$ cat src/rtl/stream_pkg.sv
// Shared definitions for the valid/ready stream blocks (adder FIFO, crossbar, ...).
package stream_pkg;

    localparam int STREAM_DATA_W = 32;

    // Occupancy counters need one extra bit so that "full" (== depth) is representable
    function automatic int cnt_w(input int depth);
        return $clog2(depth) + 1;
    endfunction

endpackage

$ cat src/rtl/fifo_regfile.sv
// DEPTH x DATA_W storage for stream FIFOs: one synchronous write port, one
// asynchronous read port. The array is deliberately not reset.
module fifo_regfile #(
    parameter int DATA_W = 32,
    parameter int DEPTH  = 4,
    parameter int ADDR_W = $clog2(DEPTH)
) (
    input  logic              clk,
    input  logic              we,
    input  logic [ADDR_W-1:0] waddr,
    input  logic [DATA_W-1:0] wdata,
    input  logic [ADDR_W-1:0] raddr,
    output logic [DATA_W-1:0] rdata
);

    logic [DATA_W-1:0] mem_q [DEPTH];

    // Write port: capture the word only on an accepted push
    always_ff @(posedge clk) begin
        if (we) begin
            mem_q[waddr] <= wdata;
        end
    end

    assign rdata = mem_q[raddr];

endmodule

$ cat src/rtl/adder_resp_fifo.sv
// Response FIFO between the Adder result stream and the Wishbone result-return
// path; exposes occupancy and a synchronous flush to the host control path.
module adder_resp_fifo
    import stream_pkg::*;
#(
    parameter  int DATA_W = STREAM_DATA_W,
    parameter  int DEPTH  = 4,
    localparam int CNT_W  = cnt_w(DEPTH)
) (
    input  logic              clk,
    input  logic              reset,
    input  logic              flush,
    input  logic              i_stream_val,
    input  logic [DATA_W-1:0] i_stream_data,
    output logic              i_stream_rdy,
    output logic              o_stream_val,
    output logic [DATA_W-1:0] o_stream_data,
    input  logic              o_stream_rdy,
    output logic [CNT_W-1:0]  count
);

    localparam int               PTR_W   = $clog2(DEPTH);
    localparam logic [PTR_W-1:0] PTR_ONE = PTR_W'(1);
    localparam logic [CNT_W-1:0] CNT_ONE = CNT_W'(1);
    localparam logic [CNT_W-1:0] CNT_MAX = CNT_W'(DEPTH);

    logic [PTR_W-1:0]  wr_ptr_q, wr_ptr_d;
    logic [PTR_W-1:0]  rd_ptr_q, rd_ptr_d;
    logic [CNT_W-1:0]  count_q,  count_d;
    logic              push_s;
    logic              pop_s;
    logic [DATA_W-1:0] head_s;

    // Both handshakes are suppressed during flush so neither side sees a transfer
    assign i_stream_rdy  = !flush && (count_q != CNT_MAX);
    assign o_stream_val  = !flush && (count_q != {CNT_W{1'b0}});
    assign push_s        = i_stream_val && i_stream_rdy;
    assign pop_s         = o_stream_val && o_stream_rdy;
    assign o_stream_data = (count_q != {CNT_W{1'b0}}) ? head_s : {DATA_W{1'b0}};
    assign count         = count_q;

    fifo_regfile #(
        .DATA_W (DATA_W),
        .DEPTH  (DEPTH)
    ) u_regfile (
        .clk   (clk),
        .we    (push_s),
        .waddr (wr_ptr_q),
        .wdata (i_stream_data),
        .raddr (rd_ptr_q),
        .rdata (head_s)
    );

    // Next-state for pointers and occupancy; flush overrides any handshake
    always_comb begin
        wr_ptr_d = wr_ptr_q;
        rd_ptr_d = rd_ptr_q;
        count_d  = count_q;
        if (flush) begin
            wr_ptr_d = {PTR_W{1'b0}};
            rd_ptr_d = {PTR_W{1'b0}};
            count_d  = {CNT_W{1'b0}};
        end else begin
            if (push_s) begin
                wr_ptr_d = wr_ptr_q + PTR_ONE;
            end else begin
                wr_ptr_d = wr_ptr_q;
            end
            if (pop_s) begin
                rd_ptr_d = rd_ptr_q + PTR_ONE;
            end else begin
                rd_ptr_d = rd_ptr_q;
            end
            case ({push_s, pop_s})
                2'b10:   count_d = count_q + CNT_ONE;
                2'b01:   count_d = count_q - CNT_ONE;
                default: count_d = count_q;
            endcase
        end
    end

    // State registers, cleared asynchronously by reset
    always_ff @(posedge clk or negedge reset) begin
        if (!reset) begin
            wr_ptr_q <= {PTR_W{1'b0}};
            rd_ptr_q <= {PTR_W{1'b0}};
            count_q  <= {CNT_W{1'b0}};
        end else begin
            wr_ptr_q <= wr_ptr_d;
            rd_ptr_q <= rd_ptr_d;
            count_q  <= count_d;
        end
    end

endmodule

$ cat config.mk
export PLATFORM = sky130hd
export DESIGN_NAME = adder_resp_fifo
export DESIGN_NICKNAME = d
export VERILOG_FILES = /design/src/rtl/stream_pkg.sv /design/src/rtl/fifo_regfile.sv /design/src/rtl/adder_resp_fifo.sv
export SDC_FILE = /design/constraint.sdc
export NUM_CORES = 1
export LEC_CHECK = 0
export CORE_MARGIN = 3
export CORE_UTILIZATION = 58
export CTS_CLUSTER_SIZE = 10
export DETAILED_ROUTE_END_ITERATION = 8
export GPL_ROUTABILITY_DRIVEN = 0
export GPL_TIMING_DRIVEN = 1
export PLACE_DENSITY = 0.84
export SLEW_MARGIN = 20
export SYNTH_ARGS = -nofsm -noshare
export SYNTH_HDL_FRONTEND = slang
export SYNTH_HIERARCHICAL = 1
export SYNTH_SLANG_ARGS = --single-unit
$ cat constraint.sdc
create_clock -name clk -period 6.3 [get_ports clk]
set_input_delay 0.63 -clock clk [delete_from_list [all_inputs] [get_ports clk]]
set_output_delay 0.63 -clock clk [all_outputs]
set_load 0.05 [all_outputs]
Word level (Yosys, flattened, before mapping)
Memories as Yosys holds them, arrays and structs flattened.
Cells that the tools add are included.
{"block": "totals", "reg_bits": 7, "latch_bits": 0, "ram_bits": 128, "rom_bits": 0, "out_inout_bits": 37, "n_memories": 1}
{"name": "u_regfile.mem_q", "depth": 4, "width": 32, "read_ports": 1, "rd_clocked_by_memory_dff": 0, "wr": 1, "line": "fifo_regfile.sv:16", "rtl": "logic [DATA_W-1:0] mem_q [DEPTH];"}
{"block": "op_classes", "add_sub_neg": 4, "n_mul": 0, "n_div": 0, "magnitude_cmp": 0, "n_eq_ne": 3, "shift": 0, "n_mux": 9, "bitwise_logic": 0, "n_reduce_logical": 9}
{"op": "32-bit two-way mux", "n": 1}
{"op": "2-bit two-way mux", "n": 4}
{"op": "3-bit case mux with 2 select lines", "n": 1}
{"op": "3-bit nonzero test", "n": 2}
{"op": "2-bit by 1-bit adder with 2-bit output, second input constant", "n": 2}
{"op": "1-bit logical AND", "n": 4}
{"op": "2-bit nonzero test", "n": 2}
{"op": "3-bit by 1-bit adder with 3-bit output, second input constant", "n": 1}
{"op": "3-bit two-way mux", "n": 1}
{"op": "3-bit inequality test, second input constant", "n": 1}
{"op": "3-bit by 1-bit subtractor with 3-bit output, second input constant", "n": 1}
{"op": "2-bit by 1-bit equality test with 1-bit output, second input constant", "n": 1}
{"op": "2-bit equality test, second input constant", "n": 1}
{"op": "1-bit two-way mux", "n": 2}
{"op": "1-bit zero test", "n": 1}

Depth between registers and ports, before layout
Gate-level depths: netlist (run 1).
{"block": "depth", "ltp_word": 6, "depth_mapped": 8, "mapped_depth_nobuf": 8}

Hierarchy
Netlist (run 1), hierarchy kept.
{"mod": "fifo_regfile", "n_inst": 1, "cells_per_inst": 171, "area_per_inst_um2": 4689.5, "seq_area_each_um2": 3843.7}
{"mod": "adder_resp_fifo", "n_inst": 1, "cells_per_inst": 79, "area_per_inst_um2": 661.9, "seq_area_each_um2": 175.2}

Worst setup path after synthesis (run 1)
No wires, ideal clock.
{"block": "synth_timing", "path_type": "register to register", "startpoint": "register count_q[0] (netlist: count[0])", "endpoint": "memory u_regfile.mem_q[0][0], enable pin", "setup_ns": 0.468, "arrival_time_ns": 3.571, "required_time_ns": 5.832, "setup_slack_ns": 2.261, "stages_incl_launch_ff": 4, "n_path_buf": 0, "synth_period_minus_slack_ns": 4.039, "cell_sequence": "dfrtp_1 or3b_1 and3b_4 nor3b_1"}
{"block": "synth_between", "elab_chain_cells": 5}
{"item": "start, declared", "line": "adder_resp_fifo.sv:29", "rtl": "logic [CNT_W-1:0] count_q, count_d;"}
{"item": "start signal, assigned", "line": "adder_resp_fifo.sv:87", "rtl": "count_q <= {CNT_W{1'b0}};"}
{"item": "start signal, assigned", "line": "adder_resp_fifo.sv:91", "rtl": "count_q <= count_d;"}
{"item": "3-bit inequality test", "line": "adder_resp_fifo.sv:35", "rtl": "assign i_stream_rdy = !flush && (count_q != CNT_MAX);"}
{"item": "1-bit logical AND", "line": "adder_resp_fifo.sv:35"}
{"item": "1-bit logical AND", "line": "adder_resp_fifo.sv:37", "rtl": "assign push_s = i_stream_val && i_stream_rdy;"}
{"item": "net push_s", "line": "adder_resp_fifo.sv:30", "rtl": "logic push_s;"}
{"item": "1-bit two-way mux", "line": "fifo_regfile.sv:20", "rtl": "if (we) begin"}
{"item": "1-bit two-way mux (implied by the code)", "line": "fifo_regfile.sv:21", "rtl": "mem_q[waddr] <= wdata;"}
{"item": "end, declared", "line": "fifo_regfile.sv:16"}
The timed path passes the listed nets, and every way through them passes these cells.

Worst setup path in the final report (run 1)
{"block": "layout_timing", "startpoint": "register count_q[1] (netlist: count[1])", "endpoint": "output port o_stream_data[31]"}
{"block": "layout_between", "elab_chain_cells": 2}
{"item": "3-bit nonzero test", "line": "adder_resp_fifo.sv:39", "rtl": "assign o_stream_data = (count_q != {CNT_W{1'b0}}) ? head_s : {DATA_W{1'b0}};"}
{"item": "32-bit two-way mux", "line": "adder_resp_fifo.sv:39"}
{"item": "end, declared", "line": "adder_resp_fifo.sv:17", "rtl": "output logic [DATA_W-1:0] o_stream_data,"}
Every way passes these cells.

==> run summary, run 1 <==
The setup slack on the worst flop-to-flop path is ~3.2 ns. Data arrives at the worst endpoint at approximately 3 ns. At the worst endpoint, the required time is about 5.7 ns. The final layout contains 372 nets. The Yosys warning count came out at 6. Of the available clock period, the critical path in the final layout requires 58.7%. After synthesis the netlist holds a flip-flop and latch count of 135. The post-synthesis xor/xnor area fraction came out at 0.959%. TritonCTS built the clock tree. In this run the worst hold path is classified as in2async. The footprint of the multi-input gates is between 0.001 and 0.0015 mm². After floorplanning, the core was divided into 34 placement rows.

The count of flip-flops with a built-in enable after synthesis came out at approximately 130. The reported net switching power is between 1 and 1.5 mW. The critical path capture point is o_stream_data[31]. The element type at the critical path start is a flop.

In this run, CTS created clock tree buffers numbering 17. Of the total synthesized cell area, the portion taken by full adders, half adders and majority gates is 0.374%. The final-layout fill cell count is a little under 500. In this run the critical register-to-register path is launched from count[1]. The synthesis-to-finish area growth came out at 25.7%.

The fraction of synthesized area in multiplexers is between 10% and 20%. The top-level I/O count came out at 74. The max-slew violation total from the final report is 0.

The clock network is responsible for 31.5% of the overall power. The antenna violation net count after detailed routing is 0. The gate count after technology mapping came out at 250. Along the worst path, the maximum fanout reaches 23.

The worst path needs 3.70 ns of the cycle, external delays included. In the synthesized netlist the dominant register cell turns out to be edfxtp_1. The number of failing setup endpoints in the final timing report is 0. The first element of the critical path is count[1].

The die covers between 0.01 and 0.015 mm². The number of nets in the synthesized netlist is between 200 and 300. In this run, post-CTS hold repair placed 0 buffers.

The number of search-and-repair iterations in the first detailed-routing pass is 4. The synthesized netlist occupies a cell area of between 0.005 and 0.006 mm². In the global route stage, overall resource usage came out at between 20% and 30%. The areal power density over the cells came out at 451 mW/mm². The vertical extent of the die is approximately 100 µm. The initial antenna violation count came out at 0. The CTS H-tree depth came out at 4. The synthesized area per cell is 21.4 µm². The post-cts gate resize count is 0. The commonest cells after synthesis are edfxtp_1 (128), mux4_2 (30), nor2b_1 (29), dfrtp_1 (7), nor2_1 (7). Clock skew on the completed layout was measured at about 0.0083 ns. The clock sink total is roughly 140. For this configuration, the core starts out at a cell density of roughly three fifths. The worst setup path is captured at an output port. Setup repair after global routing left no endpoint under its margin.

The count of cell types in the netlist came out at 34. The CTS root buffer is clkbuf_8. In this run the tool buffered the top-level ports with 73 buffer cells. The fraction of layout cells with a size suffix above 1 is a little over a fifth.

The maximum number of pins on one net before global-route repair came out at 34. The worst slack at placement came out at 3.09 ns. The post-CTS repair timing setup buffer count is 0. After synthesis, the cell types taking the most area are edfxtp_1 (72%), mux4_2 (13%), nor2b_1 (3.4%), dfrtp_1 (3.3%), buf_12 (1.1%).

The slowest stage of the critical path belongs to the cell nor3_2. Across all layers, the routed design uses roughly 2600 vias. The remaining global-route overflow is 0. The number of cells on the worst reg-to-reg path came out at 8. The peak supply drop came out at between 0.0004 and 0.0005 V.

The total inserted antenna cells came out at 0. The most common cell in the synthesized netlist is edfxtp_1. After synthesis, the largest family of logic cells by area is multiplexers. The clock latency of the later-clocked register in the worst-skew pair came out at between 0.5 and 0.6 ns. The worst slew margin relative to its limit is about two fifths.

The share of synthesized flip-flops with an asynchronous set or reset came out at 5.19%. The run finished with clean final reports. The switching share of power came out at 33.8%. The smallest setup slack after layout is between 2 and 3 ns. Summing the areas of all compound-gate instances in the mapped netlist gives less than 1% of the synthesized area. The first global-routing pass estimated ~15 mm of wire. No sink is reached through more buffers than the 2 on the longest clock path.

Registers take just over 0.004 mm². The transition time at the pin with the least slew margin came out at 0.875 ns. The area share of and/or/nand/nor cells after synthesis came out at 6.85%. The number of hold-slack violations in the final timing report came out at 0.

Summed over all instances, the cell type with the most area after synthesis is edfxtp_1. The first routing iteration left between 100 and 150 violations. Setup total negative slack on the finished layout was measured at 0 ns.

The sequential fraction of design power is between 30% and 40%. The cell leakage power came out at 2.19 nW. The worst register-to-register path ends at count[2]. In this design, the stage delay of the slowest critical-path cell is around 0.7 ns.

The die is between 100 and 150 µm wide. The placed wire-length estimate after detailed placement came out at 5.61 mm. For this block, the routed nets add up to roughly 10 mm of wire. After detailed routing, the number of remaining DRC violations is 0. The fmax is about 0.27 GHz. After detailed routing, the average wire length per cell comes to about 22 µm.

The worst setup path is of the reg2out kind. Max-cap violations in this run came to 0. The share of synthesized area occupied by flip-flops and latches came out at around three quarters. Clock-pin slew was measured on the worst setup and hold paths at around 0.060 ns. The combinational power share came out at approximately a third. The top-area cell type share of the netlist area is a little under three quarters. Traced cell by cell, the critical path runs through nor3_2, buf_4, and2b_1, clkdlybuf4s50_1. The detailed-route vias per instance came out at 5.78. The cell-internal power is between 2 and 2.5 mW. The core footprint is 0.00885 mm².

The number of global-route vias before repair is around 2800.
per-layer routing:
layer | up-vias | share of wire, % | global-route usage [%]
li1 | 1178 | - | -
met1 | 1359 | 38 | 25.6
met2 | 74 | 55 | 35.2
met3 | 15 | 4.9 | 6.42
met4 | 0 | 1.6 | 8.68
met5 | - | 0 | 0
cell usage in the layout (no fill, tap or decap), types with 2 or more instances in the layout:
cell type / n
clkinv_4: 3
nor2_1: 7
buf_4: 3
nand2_1: 2
mux4_2: 30
dfrtp_2: 2
edfxtp_1: 128
nor2b_1: 29
clkbuf_16: 16
clkinvlp_4: 3
dfrtp_1: 5
clkdlybuf4s50_1: 73
nor3_1: 2
and3b_2: 2
and2b_1: 4
mux4_1: 2
o21ai_0: 2
clkinv_2: 3
nand2b_1: 2
bufinv_16: 3
xor2_1: 3
power by group through the flow:
stage	Clock, mW	Combinational, mW	Sequential (mW)
final	0.954	1.01	1.07
after global routing	1.01	1.05	1.08
after CTS	0.971	1.02	1.07
after detailed placement	0	1.01	1.09
after global placement	0	0.998	1.09
after floorplan	0	0.728	1.09
cell type report:
type	count	area share [%]
sequential	135	59.8
clock buffer	18	6.21
clock inverter	13	2.34
inverter	1	0.0558
tap	108	2.01
multi-input combinational	103	18.4
timing repair buffer	76	11.2
state kept, by name, indices dropped and copies added, names as in the netlist:
name and cells:
u_regfile/mem_q 128, count 3, rd_ptr_q 2, wr_ptr_q 2
cell families (layout without fill, tap and decap cells):
family / count (synthesis) / in the layout
mux: 34 / 34
compound gates: 5 / 5
flops: 135 / 135
fa+ha+maj: 1 / 1
simple gates: 58 / 58
buf+inv: 12 / 108
xor+xnor: 5 / 5
worst min path at each step:
stage,start,endpoint,slack [ns],depth (start not counted)
floorplan,reset,count[0],0.33,0
global placement,wr_ptr_q[1],wr_ptr_q[1],0.59,2
detailed placement,wr_ptr_q[0],wr_ptr_q[0],0.62,2
CTS,reset,wr_ptr_q[1],0.36,1
global route,reset,count[0],0.37,1
finish,reset,wr_ptr_q[1],0.37,1
worst max-delay path, delay by kind of cell, from the launching register on:
kind	cells	cell delay, ns
buffers and inverters	2	1.11
DFF	1	0.48
and+or+nand+nor	2	0.94
metrics by stage:
stage                     total power [mW]  instance area (µm²)  instances  util (%)  hold WS, ns
after floorplan                       1.82                 5350        250         -        0.334
after global placement                2.08                 6150        423      69.5        0.591
after detailed placement              2.10                 6150        423      69.5        0.624
after CTS                             3.07                 6730        454      76.0        0.359
after global routing                  3.14                 6730        454      76.0        0.372
final                                 3.03                 6730        454      76.0        0.375
Note: power is estimated with default switching activity, not from simulation.
==> run 2, diff against run 1 <==
CORE_UTILIZATION = 49   (was 58)
PLACE_DENSITY = 0.75   (was 0.84)
clock period = 3.4 ns   (was 6.3 ns; I/O delays follow)
==> run 2 against run 1 <==
- total power increased by 83%
- cell count increased by 7.5%
- critical path type unchanged
- largest cell class unchanged
- clock power increased by 76%
- design area increased by 1.4%
- clock skew decreased by 0.0014 ns
- register-to-register slack got worse by 2.3 ns
- global-route usage decreased by 4.6 points
==> run summary, run 2 (synthesized netlist as in run 1, its figures left out) <==
The flow ran to the end, and the final reports show no timing, DRC or antenna violations. The placed wire-length estimate after detailed placement is 5.72 mm (+2.0%). The fmax is between 0.3 and 0.4 GHz. The number of flip-flops under the largest register name came out at 128 (unchanged). The combinational power share came to 34.0% (+0.8 points). The count of non-filler cells in the finished layout came out at 488 (+7.5%). TritonCTS built the clock tree. The arrival time reported for the critical path endpoint came out at 2.76 ns (-0.31 ns). The total number of vias is 2637 (+0.42%). The vertical extent of the die came out at 111 µm (+8.3%). The maximum number of pins on one net before global-route repair came out at 36 (+5.9%).

The horizontal die dimension is 111 µm (+8.3%). The setup slack on the worst flop-to-flop path is 0.93 ns (-2.28 ns). The number of buffers created by CTS came to 17 (unchanged). The final-layout fill cell count is 743 (+52%). The routed length on met1 came out at 4.11 mm (+5.4%). The post-cts gate resize count is 0 (unchanged). The total inserted antenna cells came to 0 (unchanged).

The antenna violation net count after detailed routing was 0 (unchanged). The highest fanout seen on the critical path came out at 27 (+17%). The setup total negative slack came out at 0 ns (unchanged). The count of input and output buffers came out at 73 (unchanged). The max-slew violation total from the final report is 0 (unchanged). The remaining global-route overflow is 0 (unchanged).

The cell leakage power is 2.22 nW (+1.3%). The critical path is of the reg2out type. The reported net switching power was 1.87 mW (+83%). The fraction of layout cells with a size suffix above 1 came out at 23.3% (+1.6 points). The overall track demand over capacity in global routing came to 16.4% (-4.6 points). The number of global-route vias before repair is 2924 (+4.5%). The core footprint came out at 0.0105 mm² (+18%).

The number of search-and-repair iterations in the first detailed-routing pass is 4 (unchanged). The effective utilization at floorplan came out at 51.1% (-9.3 points). Traced cell by cell, the critical path runs through buf_12, mux4_2, nor2b_1, clkdlybuf4s50_1. The synthesis-to-finish area growth came out at 27.4%. The library cell used most frequently in the layout, excluding fill and tap cells, is edfxtp_1. The footprint of the multi-input gates came to 0.00124 mm² (+0.51%). The maximum clock insertion buffer count came out at 2 (unchanged).

The required time at the endpoint of the critical path came to 3.06 ns (-2.61 ns). The kind of end point of the critical path is an output port. The number of placed instances, taps included was 458 (+8.3%). The sequential cell area came to 0.00402 mm² (unchanged). The global-route wire length before repair was 15.4 mm (about the same). The post-CTS repair timing setup buffer count came out at 0 (unchanged). The CTS H-tree depth is 4 (unchanged). The top-level I/O count was 74 (unchanged).

The library cells used most frequently in the layout, excluding fill and tap cells, are edfxtp_1 (128), clkdlybuf4s50_1 (73), mux4_2 (30). The met2 wire length was 4.91 mm (-12%). The number of hold-slack violations in the final timing report came out at 0 (unchanged).

The worst slew margin relative to its limit came out at 59.7% (+18 points). The peak supply drop came to 0.000465 V (+8.7%). The violation count after the first detailed-routing iteration is 160 (+21%). The count of standard-cell rows came to 37 (+8.8%). The met3 wire length is 371 µm (-25%). The transition time at the pin with the least slew margin is 0.604 ns (-0.271 ns). The final hold slack came out at 0.114 ns (-0.260 ns). The cell-internal power came out at 3.67 mW (+83%).

The largest incremental delay on the critical path is 0.74 ns (+0.02 ns). For this design, the slowest cell found on the critical path is clkdlybuf4s50_1. The sum of routed wire length over all layers was 9.47 mm (-6.5%). The initial antenna violation count came out at 0 (unchanged).

The max-capacitance violation count was 0 (unchanged). Setup repair after global routing left no endpoint under its margin. The element type at the critical path start is a flop. The areal power density over the cells is 813 mW/mm² (+80%). The share of power burned in the clock network came out at 30.2% (-1.3 points). The path class of the tightest hold or removal check is in2async. The sequential fraction of design power came out at 35.7% (+0.3 points).

The overall power is 5.54 mW (+83%). The switching share of power is 33.8% (about the same). The area of the die is 0.0122 mm² (+17%).

The DRC violation count after routing is 0 (unchanged). The clock-pin transition on the worst setup and hold timing paths is 0.06 ns (about the same). The clock latency of the later-clocked register in the worst-skew pair came to 0.49 ns (-0.03 ns). The shortest period the worst path allows came out at between 3 and 4 ns.

The clock sink total is 135 (unchanged). The average detailed-routed wire length per instance came to 19.4 µm (-13%). The uppermost layer routed is met4.

The setup skew after layout came to 0.00686 ns (-0.00139 ns). Counting flops per register, the top entry is u_regfile/mem_q. The total number of nets in the final design came out at 379 (+1.9%). The detailed-route vias per instance came out at 5.40 (-6.6%). The number of failing setup endpoints in the final timing report came out at 0 (unchanged).

The hold buffer count at CTS is 0 (unchanged). The tree is rooted in a clkbuf_8. The portion of the clock cycle consumed by the worst path in the final layout is around nine tenths.
run 2: cell type report:
class / count / share of cell area [%]
Clock buffer: 18 / 6.13
Clock inverter: 12 / 1.93
Inverter: 1 / 0.0550
Timing Repair Buffer: 83 / 12.2
Tap cell: 136 / 2.50
Sequential cell: 135 / 59.0
Multi-Input combinational cell: 103 / 18.2
run 2: metal layers:
layer	global-route usage (%)	vias to the layer above
met3	4.77	9
met5	0	-
met1	21.0	1371
met4	5.09	0
li1	-	1192
met2	27.3	65
run 2: metrics by stage:
stage	setup slack [ns]	utilization [%]	area [µm²]
floorplan	0.497	-	5360
global placement	0.811	59.9	6270
detailed placement	0.768	59.9	6270
CTS	0.230	65.2	6820
global route	0.147	65.2	6820
finish	0.300	65.2	6820
run 2: worst max-delay path, delay by kind of cell, from the launching register on:
family	cells	cell delay [ns]
DFF	1	0.53
buffers and inverters	2	1.03
and+or+nand+nor	1	0.16
muxes	1	0.54
run 2: power groups by stage:
stage,clock network (mW),registers (mW),logic [mW]
2_1_floorplan,0,2.01,1.35
3_3_place_gp,0,2.01,1.90
3_5_place_dp,0,2.02,1.91
4_1_cts,1.71,1.98,1.91
5_1_grt,1.79,2.00,1.99
6_report,1.68,1.98,1.88
run 2: path summary, 6_finish.rpt:
check,from,to,depth (start not counted)
worst max-delay path,rd_ptr_q[0],o_stream_data[11],4
worst min-delay path,reset,count[0],1
worst max register to register,count[1],count[2],8
worst min register to register,count[1],count[1],2
max in group asynchronous,reset,rd_ptr_q[0],1
min in group clk,i_stream_data[20],u_regfile/mem_q[3][20],1
==> edit 1, RTL diff (config.mk and constraints of run 2) <==
The package constant `STREAM_DATA_W` goes from 32 to 24.
--- a/src/rtl/stream_pkg.sv
+++ b/src/rtl/stream_pkg.sv
@@ -3,3 +3,3 @@
 
-    localparam int STREAM_DATA_W = 32;
+    localparam int STREAM_DATA_W = 24;
 
Ports: changed (resized i_stream_data and o_stream_data); port bits go from 74 to 58. The function was not compared with the original's and may differ.
==> edit 1 against run 2 <==
  * Wire length decreased by 25%
  * Synthesized area shrank 23%
  * Design area fell by 26%
  * Worst hold slack improved by 140 ps
  * First-iteration DRC count down 23%
  * Sequential share of layout area grew 1.3 points
  * Total power is 31% lower
  * Sequential cell count decreased by 32
  * Combinational power decreased by 22%
  * Clock skew about the same
  * Worst setup slack gained 220 ps
  * Critical path type unchanged
  * Critical endpoint is now o_stream_data[13]
==> edit 1: results (changes against run 2) <==
{
  "worst_setup_path": {
    "crit_end": {"value": "o_stream_data[13]", "change": "was o_stream_data[11]"},
    "cp_data_arrival_time": {"value": 2540, "unit": "ps", "change": "was 2760 ps"},
    "path_max_fanout": {"value": 17, "change": "was 27"},
    "reg2reg_slack": {"value": 960, "unit": "ps", "change": "was 930 ps"},
    "critical_path.reg2reg.startpoint": {"value": "count[0]", "change": "was count[1]"}
  },
  "power": {
    "static-leakage-power": {"value": 1.65, "unit": "nW", "change": "was 2.22 nW"},
    "seq_cell_power": {"value": 0.00153, "unit": "W", "change": "was 0.00198 W"},
    "p_int": {"value": 0.00245, "unit": "W", "change": "was 0.00367 W"},
    "ir_drop": {"value": 0.000373, "unit": "V", "change": "was 0.000465 V"},
    "comb_power_share": {"value": 38.3, "unit": "%", "change": "was 34.0%"}
  },
  "clock_network": {
    "htreeDepth": {"value": 3, "change": "was 4"},
    "path_clk_slew": {"value": 90, "unit": "ps", "change": "was 60 ps"},
    "clock_insertion_delay_worst_skew": {"value": 350, "unit": "ps", "change": "was 490 ps"}
  },
  "place": {
    "post_dp_cell_area": {"value": 0.00485, "unit": "mm²", "change": "was 0.00627 mm²"},
    "port_buffers": {"value": 57, "change": "was 73"},
    "place.detailed.hpwl": {"value": 4.40, "unit": "mm", "change": "was 5.72 mm"}
  },
  "global_routing": {
    "first_global_vias": {"value": 2137, "change": "was 2924"},
    "grt.met3_usage": {"value": 3.50, "unit": "%", "change": "was 4.77%"},
    "pin_count_of_the_biggest_net_entering_global_routing": {"value": 25, "change": "was 36"},
    "globalRouteMet2Util": {"value": 28.0, "unit": "%", "change": "was 27.3%"},
    "grt_first_pass_wirelength": {"value": 11.5, "unit": "mm", "change": "was 15.4 mm"}
  },
  "logic_synthesis": {
    "edff_count_synth": {"value": 96, "change": "was 128"},
    "synth_xor_area_share": {"value": 1.06, "unit": "%", "change": "was 0.959%"},
    "yosys.cell_types.count": {"value": 32, "change": "was 34"},
    "synth.net_count": {"value": 230, "change": "was 288"},
    "synth_compound_gate_area_share": {"value": 0.758, "unit": "%", "change": "was 0.608%"},
    "synth_async_sr_flop_share": {"value": 6.80, "unit": "%", "change": "was 5.19%"},
    "sequential_share_of_the_synthesized_area": {"value": 74.1, "unit": "%", "change": "was 75.1%"},
    "synth.area.mux_share": {"value": 14.1, "unit": "%", "change": "about the same"},
    "synthTopCellsByCount": {"value": "96 x edfxtp_1, 25 x nor2b_1, 20 x mux4_2", "change": "was 128 x edfxtp_1, 30 x mux4_2, 29 x nor2b_1"}
  },
  "route": {
    "wl_per_cell": {"value": 19.0, "unit": "µm", "change": "was 19.4 µm"},
    "post_drt_via_cell_ratio": {"value": 5.49, "change": "was 5.40"},
    "drt_iter0_drc": {"value": 124, "change": "was 160"}
  },
  "timing": {
    "max-slew-margin-rel": {"value": 65.0, "unit": "%", "change": "was 59.7%"}
  },
  "finish": {
    "largest_register_ffs": {"value": 96, "change": "was 128"},
    "number_of_nets_in_the_layout": {"value": 297, "change": "was 379"}
  },
  "outcome": {
    "run_status": {"value": "finished, final reports clean", "change": "unchanged"}
  }
}
-- edit 1: changes by cell type after synthesis, sizes merged --
cell,before,now
edfxtp,128,96
mux4,32,24
and2b,4,0
nor2b,29,25
buf,8,5
clkbuf,3,4
-- edit 1: layout make-up --
class / count / share of cell area [%]
clock inverter: 6 / 1.82
inverter: 1 / 0.0740
timing repair buffer: 65 / 12.9
tap: 102 / 2.52
clock buffer: 10 / 2.52
multi-input combinational: 87 / 19.9
sequential: 103 / 60.3
-- edit 1: layer usage --
layer | share of wire [%] | up-vias
li1 | - | 930
met1 | 41 | 1079
met2 | 55 | 37
met3 | 3.2 | 8
met4 | 1.2 | 0
met5 | 0 | -
-- edit 1: through the flow --
stage | hold slack (ps) | cells
2_1_floorplan | 44.4 | 200
3_3_place_gp | 626 | 358
3_5_place_dp | 647 | 358
4_1_cts | 257 | 374
5_1_grt | 277 | 374
6_report | 255 | 374
==> edit 2, RTL diff (flow settings as in run 2) <==
Without the edit above. Register the output `count` once more, cleared by the reset; this adds one clock of latency there. The other outputs are not delayed to match.
--- a/src/rtl/adder_resp_fifo.sv
+++ b/src/rtl/adder_resp_fifo.sv
@@ -39,3 +39,9 @@
     assign o_stream_data = (count_q != {CNT_W{1'b0}}) ? head_s : {DATA_W{1'b0}};
-    assign count         = count_q;
+    always_ff @(posedge clk or negedge reset) begin
+        if (!reset) begin
+            count <= '0;
+        end else begin
+            count <= count_q;
+        end
+    end
 
Function: changed (Yosys sat finds a counterexample within 4 cycles, from zero or initial values and one cycle with reset low).
==> edit 2 against run 2 <==
  * Die area increased by 1.5%
  * Total power is 5.9% higher
  * Sequential cell count grew 3
  * Cell count increased by 0.41%
  * Critical path depth down 1
  * Sequential power rose by 4%
  * Design area is 1.9% higher
  * Synthesized area is 1.6% higher
  * Wire length up 4.7%
  * Combinational power is 3% higher
  * Register-to-register slack improved by 180 ps
  * Worst setup slack got worse by 85 ps
  * Largest power group unchanged
  * First-iteration DRC count down 21%
==> edit 2: results (changes against run 2) <==
{
  "worst_setup_path": {
    "timing.critical_path.slowest_stage_cell": {"value": "dfrtp_2", "change": "was clkdlybuf4s50_1"},
    "worst_path_dominant_cell_family": {"value": "flip-flops", "change": "was buffers and inverters"},
    "critical_path.reg2reg.startpoint": {"value": "count_q[0]", "change": "was count[1]"},
    "path_max_fanout": {"value": 34, "change": "was 27"},
    "cp_data_arrival_time": {"value": 2850, "unit": "ps", "change": "was 2760 ps"},
    "worstSetupStartpoint": {"value": "rd_ptr_q[1]", "change": "was rd_ptr_q[0]"}
  },
  "place": {
    "place.detailed.hpwl": {"value": 5.74, "unit": "mm", "change": "was 5.72 mm"},
    "dp_slack": {"value": 730, "unit": "ps", "change": "was 768 ps"}
  },
  "timing": {
    "max-slew-margin-rel": {"value": 42.5, "unit": "%", "change": "was 59.7%"}
  },
  "power": {
    "static-leakage-power": {"value": 2.26, "unit": "nW", "change": "was 2.22 nW"},
    "ir_drop": {"value": 0.000522, "unit": "V", "change": "was 0.000465 V"},
    "switching_share": {"value": 33.2, "unit": "%", "change": "was 33.8%"}
  },
  "route": {
    "detail_route.wirelength": {"value": 9.92, "unit": "mm", "change": "was 9.47 mm"},
    "total_number_of_vias": {"value": 2686, "change": "was 2637"},
    "met3WireLength": {"value": 495, "unit": "µm", "change": "was 371 µm"},
    "drt_iter0_drc": {"value": 126, "change": "was 160"}
  },
  "finish": {
    "num-fill-cells": {"value": 717, "change": "was 743"},
    "layout-drive-gt1-share": {"value": 22.0, "unit": "%", "change": "was 23.3%"}
  },
  "global_routing": {
    "first_global_vias": {"value": 2874, "change": "was 2924"},
    "tot_gr_track_use": {"value": 16.7, "unit": "%", "change": "was 16.4%"},
    "pin_count_of_the_biggest_net_entering_global_routing": {"value": 35, "change": "was 36"}
  },
  "logic_synthesis": {
    "synth.area.top_cells": {"value": "edfxtp_1 71%, mux4_2 12%, dfrtp_1 4.6%", "change": "was edfxtp_1 72%, mux4_2 13%, nor2b_1 3.4%"},
    "synth_async_sr_flop_share": {"value": 7.25, "unit": "%", "change": "was 5.19%"},
    "synth.net_count": {"value": 293, "change": "was 288"},
    "yosys.cell_types.count": {"value": 32, "change": "was 34"},
    "sequential_share_of_the_synthesized_area": {"value": 75.3, "unit": "%", "change": "was 75.1%"}
  },
  "outcome": {
    "run_status": {"value": "finished, final reports clean", "change": "unchanged"}
  }
}
edit 2: layout make-up:
cell class	count	area [µm²]	area share, %
sequential	138	4100	59.0
timing repair buffer	80	821	11.8
tap	136	170	2.45
multi-input combinational	103	1240	17.9
clock inverter	14	196	2.83
clock buffer	18	418	6.02
inverter	1	3.75	0.0540
edit 2: metal layers:
layer,vias to the layer above,track usage [%]
li1,1199,-
met1,1393,22.1
met2,85,27.7
met3,9,4.24
met4,0,4.95
met5,-,0
edit 2: cell families (layout without fill, tap and decap cells):
kind of cell	after synthesis	after routing	share of synthesized area, %
adders and majority gates	1	1	0.368
and+or+nand+nor	54	54	6.17
muxes	33	33	13.6
AOI/OAI and AO/OA	8	8	1.22
DFF	138	138	75.3
buffers and inverters	14	113	2.23
xor gates and xnor gates	7	7	1.13
edit 2: per-stage QoR:
step | cell area, µm² | power [W] | instances
finish | 6950 | 0.00587 | 490
floorplan | 5440 | 0.00348 | 255
CTS | 6950 | 0.00593 | 490
global route | 6950 | 0.00610 | 490
detailed placement | 6330 | 0.00405 | 458
global placement | 6330 | 0.00403 | 458
edit 2: final timing paths:
kind / endpoint / slack [ps] / cells past startpoint
max in group asynchronous: rd_ptr_q[0] / 2920 / 1
min reg2reg: count[1] / 590 / 0
min: count[0] / 150 / 1
min in group clk: u_regfile/mem_q[2][13] / 460 / 1
max: o_stream_data[26] / 210 / 3
max reg2reg: count_q[2] / 1110 / 7
edit 2: power groups by stage:
| stage | logic [W] | clock network [W] | registers, W |
|---|---|---|---|
| final | 0.00194 | 0.00187 | 0.00206 |
| after global routing | 0.00205 | 0.00198 | 0.00207 |
| after CTS | 0.00197 | 0.00190 | 0.00206 |
| after detailed placement | 0.00196 | 0 | 0.00209 |
| after global placement | 0.00195 | 0 | 0.00208 |
| after floorplan | 0.00139 | 0 | 0.00209 |
